<file path="src/rtl/calc_pkg.sv">
// calc_pkg: definitions shared by the button front end and the stack
// controller. The command word is {mod3, mod2, act1, act0}.
package calc_pkg;

  localparam int CMD_W    = 4;
  localparam int NUM_BTNS = 4;

  localparam logic [CMD_W-1:0] CMD_PUSH    = 4'b0001;
  localparam logic [CMD_W-1:0] CMD_POP     = 4'b0010;
  localparam logic [CMD_W-1:0] CMD_ADD     = 4'b0101;
  localparam logic [CMD_W-1:0] CMD_SUB     = 4'b0110;
  localparam logic [CMD_W-1:0] CMD_TOP     = 4'b1001;
  localparam logic [CMD_W-1:0] CMD_CLR     = 4'b1010;
  localparam logic [CMD_W-1:0] CMD_ADDR_DN = 4'b1101;
  localparam logic [CMD_W-1:0] CMD_ADDR_UP = 4'b1110;

  // An event fires only when an action button (bits [1:0]) rises.
  function automatic logic action_rise(input logic [NUM_BTNS-1:0] cur,
                                       input logic [NUM_BTNS-1:0] nxt);
    return |(nxt[1:0] & ~cur[1:0]);
  endfunction

endpackage

</file>
<file path="src/rtl/btn_debounce_ch.sv">
// btn_debounce_ch: one button channel -- 2-flop synchroniser followed by a
// counter debounce. The stable level only flips after the synchronised
// input has differed from it for DEBOUNCE_CYCLES consecutive cycles.
// Ports:
//   clk, rst_n   clock, async active-low reset
//   btn          raw asynchronous button level
//   stable       debounced level (registered)
//   stable_next  value stable takes at the coming edge (lets the parent
//                react in the same cycle the level flips)
module btn_debounce_ch #(
  parameter int DEBOUNCE_CYCLES = 1000000,
  parameter int CNT_W           = 20
) (
  input  logic clk,
  input  logic rst_n,
  input  logic btn,
  output logic stable,
  output logic stable_next
);

  logic [1:0]       sync;
  logic [CNT_W-1:0] cnt;
  logic             flip;

  assign flip        = (sync[1] != stable) && (cnt == CNT_W'(DEBOUNCE_CYCLES - 1));
  assign stable_next = flip ? sync[1] : stable;

  always_ff @(posedge clk or negedge rst_n) begin
    if (!rst_n) begin
      sync   <= '0;
      cnt    <= '0;
      stable <= 1'b0;
    end else begin
      sync   <= {sync[0], btn};
      stable <= stable_next;
      // Any agreement restarts the count, so a short glitch never flips.
      if (sync[1] == stable || flip) cnt <= '0;
      else                           cnt <= cnt + 1'b1;
    end
  end

endmodule

</file>
<file path="src/rtl/btn_cmd_encoder.sv">
// btn_cmd_encoder: debounces the four push-buttons, turns each rising edge
// of an action button (bits [1:0]) into a 4-bit command that also carries
// the modifier levels (bits [3:2]), and holds it in a one-entry buffer
// with a valid/ready handshake.
// Ports:
//   clk, rst_n   clock, async active-low reset
//   btns         raw buttons: [1:0] action, [3:2] modifier
//   cmd          buffered command {mod3, mod2, act1, act0}
//   cmd_valid    cmd holds an unconsumed command
//   cmd_ready    consumer accepts cmd this cycle
//   stable_btns  debounced button levels
//   overrun      sticky: a command was dropped on a full buffer
//   ovr_clr      clears overrun (a coincident drop wins)
module btn_cmd_encoder
  import calc_pkg::*;
#(
  parameter int DEBOUNCE_CYCLES = 1000000,
  parameter int CNT_W           = 20
) (
  input  logic                clk,
  input  logic                rst_n,
  input  logic [NUM_BTNS-1:0] btns,
  output logic [CMD_W-1:0]    cmd,
  output logic                cmd_valid,
  input  logic                cmd_ready,
  output logic [NUM_BTNS-1:0] stable_btns,
  output logic                overrun,
  input  logic                ovr_clr
);

  logic [NUM_BTNS-1:0] stable_next;
  logic                evt, xfer, drop;

  for (genvar i = 0; i < NUM_BTNS; i++) begin : g_ch
    btn_debounce_ch #(
      .DEBOUNCE_CYCLES(DEBOUNCE_CYCLES),
      .CNT_W          (CNT_W)
    ) u_ch (
      .clk        (clk),
      .rst_n      (rst_n),
      .btn        (btns[i]),
      .stable     (stable_btns[i]),
      .stable_next(stable_next[i])
    );
  end

  // Event uses the levels that land this edge, so modifiers pressed earlier
  // and an action already held are both captured in the command word.
  assign evt  = action_rise(stable_btns, stable_next);
  assign xfer = cmd_valid && cmd_ready;
  assign drop = evt && cmd_valid && !xfer;

  always_ff @(posedge clk or negedge rst_n) begin
    if (!rst_n) begin
      cmd       <= '0;
      cmd_valid <= 1'b0;
      overrun   <= 1'b0;
    end else begin
      if (evt && !drop) begin
        cmd       <= stable_next;
        cmd_valid <= 1'b1;
      end else if (xfer) begin
        cmd_valid <= 1'b0;
      end
      if (drop)         overrun <= 1'b1;
      else if (ovr_clr) overrun <= 1'b0;
    end
  end

endmodule

</file>
<file path="config.mk">
export PLATFORM = sky130hd
export DESIGN_NAME = btn_cmd_encoder
export DESIGN_NICKNAME = d
export VERILOG_FILES = /design/src/rtl/calc_pkg.sv /design/src/rtl/btn_debounce_ch.sv /design/src/rtl/btn_cmd_encoder.sv
export SDC_FILE = /design/constraint.sdc
export NUM_CORES = 1
export LEC_CHECK = 0
export BUFFER_PORTS_ARGS = -buffer_cell sky130_fd_sc_hd__buf_2
export CAP_MARGIN = 20
export CORE_MARGIN = 1
export CORE_UTILIZATION = 50
export CTS_BUF_LIST = sky130_fd_sc_hd__clkbuf_4
export CTS_CLUSTER_DIAMETER = 60
export DETAILED_ROUTE_END_ITERATION = 12
export PLACE_DENSITY = 0.67
export SKIP_LAST_GASP = 1
export SLEW_MARGIN = 10
export SYNTH_ARGS = -nofsm -noshare
export SYNTH_HDL_FRONTEND = slang
export SYNTH_HIERARCHICAL = 1
export SYNTH_SLANG_ARGS = --single-unit
</file>
<file path="constraint.sdc">
create_clock -name clk -period 2.39 [get_ports clk]
set_input_delay 0.478 -clock clk [delete_from_list [all_inputs] [get_ports clk]]
set_output_delay 0.478 -clock clk [all_outputs]
set_load 0.01 [all_outputs]
</file>
======== Word-level counts from Yosys, hierarchy flattened ========
Index checks and enable logic that the tools add are counted.
cells by class
  $lt $le $gt $ge ......................... 0
  multiplexer cells ....................... 12
  reductions and logical operators ........ 17
  $add $sub $neg .......................... 4
  shift-type cells ........................ 0
  bitwise logic cells ..................... 2
  equal/unequal tests ..................... 12
  div/mod/pow operators ................... 0
  $mul .................................... 0
operators by type and width
  cell                   number
  $add 20x1->20 const B  4
  $eq 20x20->1 const B   4
  $mux 20                4
  $logic_and 1x1->1      8
  $mux 1                 8
  $eq 1x1->1             4
  $logic_or 1x1->1       4
  $ne 1x1->1             4
  $reduce_bool 2->1      2
  $and 2x2->2            1
  $logic_not 1->1        2
  $not 2->2              1
  $reduce_or 2->1        1
storage, ports and cells
  flip-flop bits (word level) ............. 98
  output and inout port bits .............. 10
  input bits .............................. 8
  bits in latches ......................... 0
  word-level logic and storage cells ...... 62
  memories ................................ 0
  RAM bits ................................ 0
  memory bits (read-only) ................. 0

======== Longest topological paths before layout ========
  word-level depth ........................ 10
  depth in mapped cells ................... 8
  mapped depth without buffers ............ 8

======== Hierarchy ========
Netlist, hierarchy kept.
by module, submodules not included
  module                               cells an instance  times used  area an instance (µm²)  sequential area each (µm²)
  btn_debounce_ch at g_ch[0].u_ch ...  107                3           1143.6                  575.6
  btn_debounce_ch at g_ch[1].u_ch      112                1           1101.1                  575.6
  btn_cmd_encoder                      18                 1           291.5                   150.1

======== Worst setup path before layout ========
OpenSTA, ideal clock, no wires.
  kind .................................... reg2reg
  start point ............................. register g_ch[0].u_ch.cnt[10]
  end point ............................... register cmd[0]
  cell stages (with the launch flop) ...... 8
  path buffers ............................ 0
  library setup time ...................... 125 ps
  period minus slack after synthesis ...... 2096 ps
  arrival ................................. 1971 ps
  data required time ...................... 2265 ps
  setup slack ............................. 294 ps
  cells stage by stage .................... dfrtp_1 -> nor4_1 -> nand4_1 -> nor3_2 -> mux2_2 -> nand2b_4 -> a21boi_4 -> mux2_4
on the way
  word-level cells in the longest chain between the ends .. 9
RTL lines
  element                          line                   RTL
  start, declared                  btn_debounce_ch.sv:22  logic [CNT_W-1:0] cnt;
  start signal, assigned           btn_debounce_ch.sv:38  else cnt <= cnt + 1'b1;
  $eq 20x20->1 *                   btn_debounce_ch.sv:25  assign flip = (sync[1] != stable) && (cnt == CNT_W'(DEBOUNCE_CYCLES - 1));
  $logic_and 1x1->1 *              btn_debounce_ch.sv:25
  $mux 1 *                         btn_debounce_ch.sv:26  assign stable_next = flip ? sync[1] : stable;
  via stable_next[0]               btn_cmd_encoder.sv:31  logic [NUM_BTNS-1:0] stable_next;
  $and 2x2->2                      calc_pkg.sv:20         return |(nxt[1:0] & ~cur[1:0]);
  $reduce_or 2->1                  calc_pkg.sv:20
  $logic_and 1x1->1 (2 in series)  btn_cmd_encoder.sv:51  assign drop = evt && cmd_valid && !xfer;
  $logic_not 1->1                  btn_cmd_encoder.sv:59  if (evt && !drop) begin
  $logic_and 1x1->1                btn_cmd_encoder.sv:59
  end signal, assigned             btn_cmd_encoder.sv:60  cmd <= stable_next;
  end, declared                    btn_cmd_encoder.sv:23  output logic [CMD_W-1:0] cmd,
Mark *: on every way through the listed nets, which the timed path passes. The rest lies on a longest branch.
A chain may end at the register's enable or synchronous reset.

======== Worst setup path after layout ========
Same ends and word-level chain as after synthesis.

==> results.json <==
{
  "endpoint_kind": "register",
  "powerDensity_nw_per_um2": 491,
  "grt.overflow.total": 0,
  "clock_latency_ps": 440,
  "cts_tree": "yes",
  "cts.sinks": 98,
  "p_clk_frac": 0.290,
  "routed_wl_um": 8600,
  "antenna_found_initial": 0,
  "combPwrFrac": 0.042,
  "hold_buffers": 0,
  "regToRegStartpoint": "g_ch[0].u_ch/cnt[10]$_DFF_PN0_",
  "yosysTopAreaCellShare": 0.508,
  "fin_tns_setup_ps": 0,
  "p_seq_frac": 0.668,
  "critPathMaxFanout": 4,
  "place.gp.congestion": 0.768,
  "skew_ps": 20.4,
  "run_status": "finished, final reports clean",
  "viasPerCell": 5.52,
  "synth_seq_cells": 98,
  "vdd_ir_drop_max_mv": 0.212,
  "root_buffer": "clkbuf_4",
  "clkTransAtPathRegs_ps": 140,
  "synthCells": 451,
  "max_clock_freq_ghz": 0.455,
  "drt_iter0_drc": 134,
  "synthesis.nets": 463,
  "drc": 0,
  "placed_cells": 596,
  "yosysWarnings": 6,
  "cts.repair.resized": 0,
  "die_y_um": 100,
  "p_leak_nw": 2.13,
  "fin_nets": 490,
  "grt_pass1_wl_um": 14900,
  "htree_levels": 3,
  "die-area_um2": 10000,
  "synth.distinct_cells": 40,
  "drv_slew": 0,
  "avgRoutedWirePerCell_um": 14.1,
  "post-cts-setup-buffers": 0,
  "min_path_type": "in2async",
  "port_buffers": 17,
  "antennaDiodeCount": 0,
  "netSwitchingFraction": 0.242,
  "path_class": "reg2reg",
  "period_needed_ps": 2200,
  "p_sw_mw": 0.616,
  "reg2reg_slack_ps": 190,
  "area_growth_pct": 7.52,
  "yosys.area.top_type": "dfrtp_1",
  "io_pins": 18,
  "max_cap_viol_count": 0,
  "drive_gt1_frac": 0.158,
  "cts_made_buffers": 9,
  "final_hold_viol_count": 0,
  "critPathLaunchType": "register",
  "fin_cells": 611,
  "setup_viol": 0,
  "ys_seq_area_frac": 0.508,
  "required_ps": 2710,
  "slew_headroom": 0.614,
  "grt_usage": 0.187,
  "hold_slack_ps": 7.47,
  "start_util": 0.520,
  "p_int_mw": 1.93,
  "firstDrtPassIters": 4,
  "synth_area_um2": 4820,
  "rows": 35,
  "finalCritPeriodShare": 0.920,
  "timing.critical_path.from": "g_ch[0].u_ch/cnt[10]$_DFF_PN0_",
  "synthTopCellsByArea": "dfrtp_1, nor2_1, xnor2_1",
  "grt_max_degree": 46,
  "cp.arrival_ps": 2520,
  "vias": 3374,
  "hpwl_um": 6100,
  "core_area_um2": 9280,
  "syn_area_per_cell_um2": 10.7,
  "detail-route-antenna-nets": 0,
  "die_w_um": 100,
  "worst_slew_pin_slew_ps": 579,
  "n_fill_cell": 844,
  "cts_buffer_depth": 2,
  "grt_pass1_vias": 3181,
  "rsz0062_at_grt": "no"
}
## worst paths after layout
kind	depth (start not counted)	end
setup reg to reg	7	cmd[0]$_DFFE_PN0P_
max in group asynchronous	2	g_ch[0].u_ch/cnt[13]$_DFF_PN0_
setup / recovery	7	cmd[0]$_DFFE_PN0P_
hold reg to reg	0	g_ch[2].u_ch/sync[1]$_DFF_PN0_
hold / removal	1	g_ch[3].u_ch/cnt[12]$_DFF_PN0_
min in group clk	1	g_ch[3].u_ch/sync[0]$_DFF_PN0_
## placed cells by master (no fill, tap or decap), types with 13 or more instances in the layout
cell type,instances
dfrtp_1,98
nor2_1,70
nand3_1,31
xnor2_1,30
xor2_1,29
nand2_1,20
nand4_1,19
a21oi_1,17
buf_2,16
inv_1,14
o31ai_1,13
or4_1,13
## cell families (layout without fill, tap and decap cells)
family,count (synthesis),in the layout,synth area share
and+or+nand+nor,217,217,0.263
adders and majority gates,4,4,0.0104
AOI/OAI and AO/OA,37,37,0.0584
DFF,98,98,0.508
muxes,11,11,0.0280
buffers and inverters,25,56,0.0252
xor gates and xnor gates,59,59,0.107
## layer usage
metal	global-route usage	wire length, um	vias to the layer above
li1	-	-	1642
met1	0.265	4270	1661
met2	0.288	3930	61
met3	0.0279	277	10
met4	0.0769	127	0
met5	0	0	-
## power by group through the flow
| stage | registers (mW) | clock network, mW | logic [mW] |
|---|---|---|---|
| after floorplan | 1.73 | 0 | 0.0560 |
| after global placement | 1.73 | 0 | 0.110 |
| after detailed placement | 1.73 | 0 | 0.113 |
| after CTS | 1.70 | 0.781 | 0.113 |
| after global routing | 1.71 | 0.842 | 0.129 |
| final | 1.70 | 0.738 | 0.108 |
## worst max-delay path: stages, from the launching register on
cell      delay [ps]
dfrtp_1          470
nor4_1           310
nand4_1          170
nor3_2           260
mux2_2           420
nand2b_4          90
a21boi_4          80
mux2_4           300
## per-stage QoR
step	total power, mW	utilization	area [um^2]	setup slack [ps]
after CTS	2.60	0.559	5190	196
after floorplan	1.78	-	4820	294
after global routing	2.68	0.559	5190	58.5
after detailed placement	1.85	0.547	5080	211
final	2.55	0.559	5190	191
after global placement	1.84	0.547	5080	236
## final cells by class
type / count / area [um^2] / area share
repair buffers: 27 / 163 / 0.0314
flip-flops and latches: 98 / 2450 / 0.473
clock buffers: 10 / 75.1 / 0.0145
clock inverters: 5 / 32.5 / 0.00627
multi-input cells: 328 / 2250 / 0.434
inverters: 14 / 52.6 / 0.0101
well taps: 129 / 161 / 0.0311
## state kept, by name (all words and copies together), names as in the netlist
| register | cells |
|---|---|
| g_ch.u_ch/stable | 4 |
| g_ch.u_ch/sync | 8 |
| overrun | 1 |
| cmd_valid | 1 |
| cmd | 4 |
| g_ch.u_ch/cnt | 80 |
## synthesized netlist by cell type
library cell	count
ha_1	4
nand4_1	19
clkbuf_1	4
xnor2_1	30
nor2_1	70
a21boi_4	1
and3_1	8
xor2_1	29
or3_4	3
nand2b_4	3
nand3_1	31
o21ai_1	1
mux2_1	1
buf_2	4
nand4_2	1
buf_6	3
mux2i_1	3
a21oi_1	17
o31ai_4	3
nor4_2	3
nor4b_2	3
nor3_2	3
o31ai_1	13
or3_1	7
mux2_4	4
and4_1	4
inv_1	14
nand4_4	3
nor3_1	8
dfrtp_1	98
nor4b_1	1
and2_2	1
and2_1	1
nor4_1	12
o21ai_0	1
nand2_1	20
or4_1	13
mux2_2	3
o22ai_1	1
or2_4	3
(Power assumes the default switching activity.)
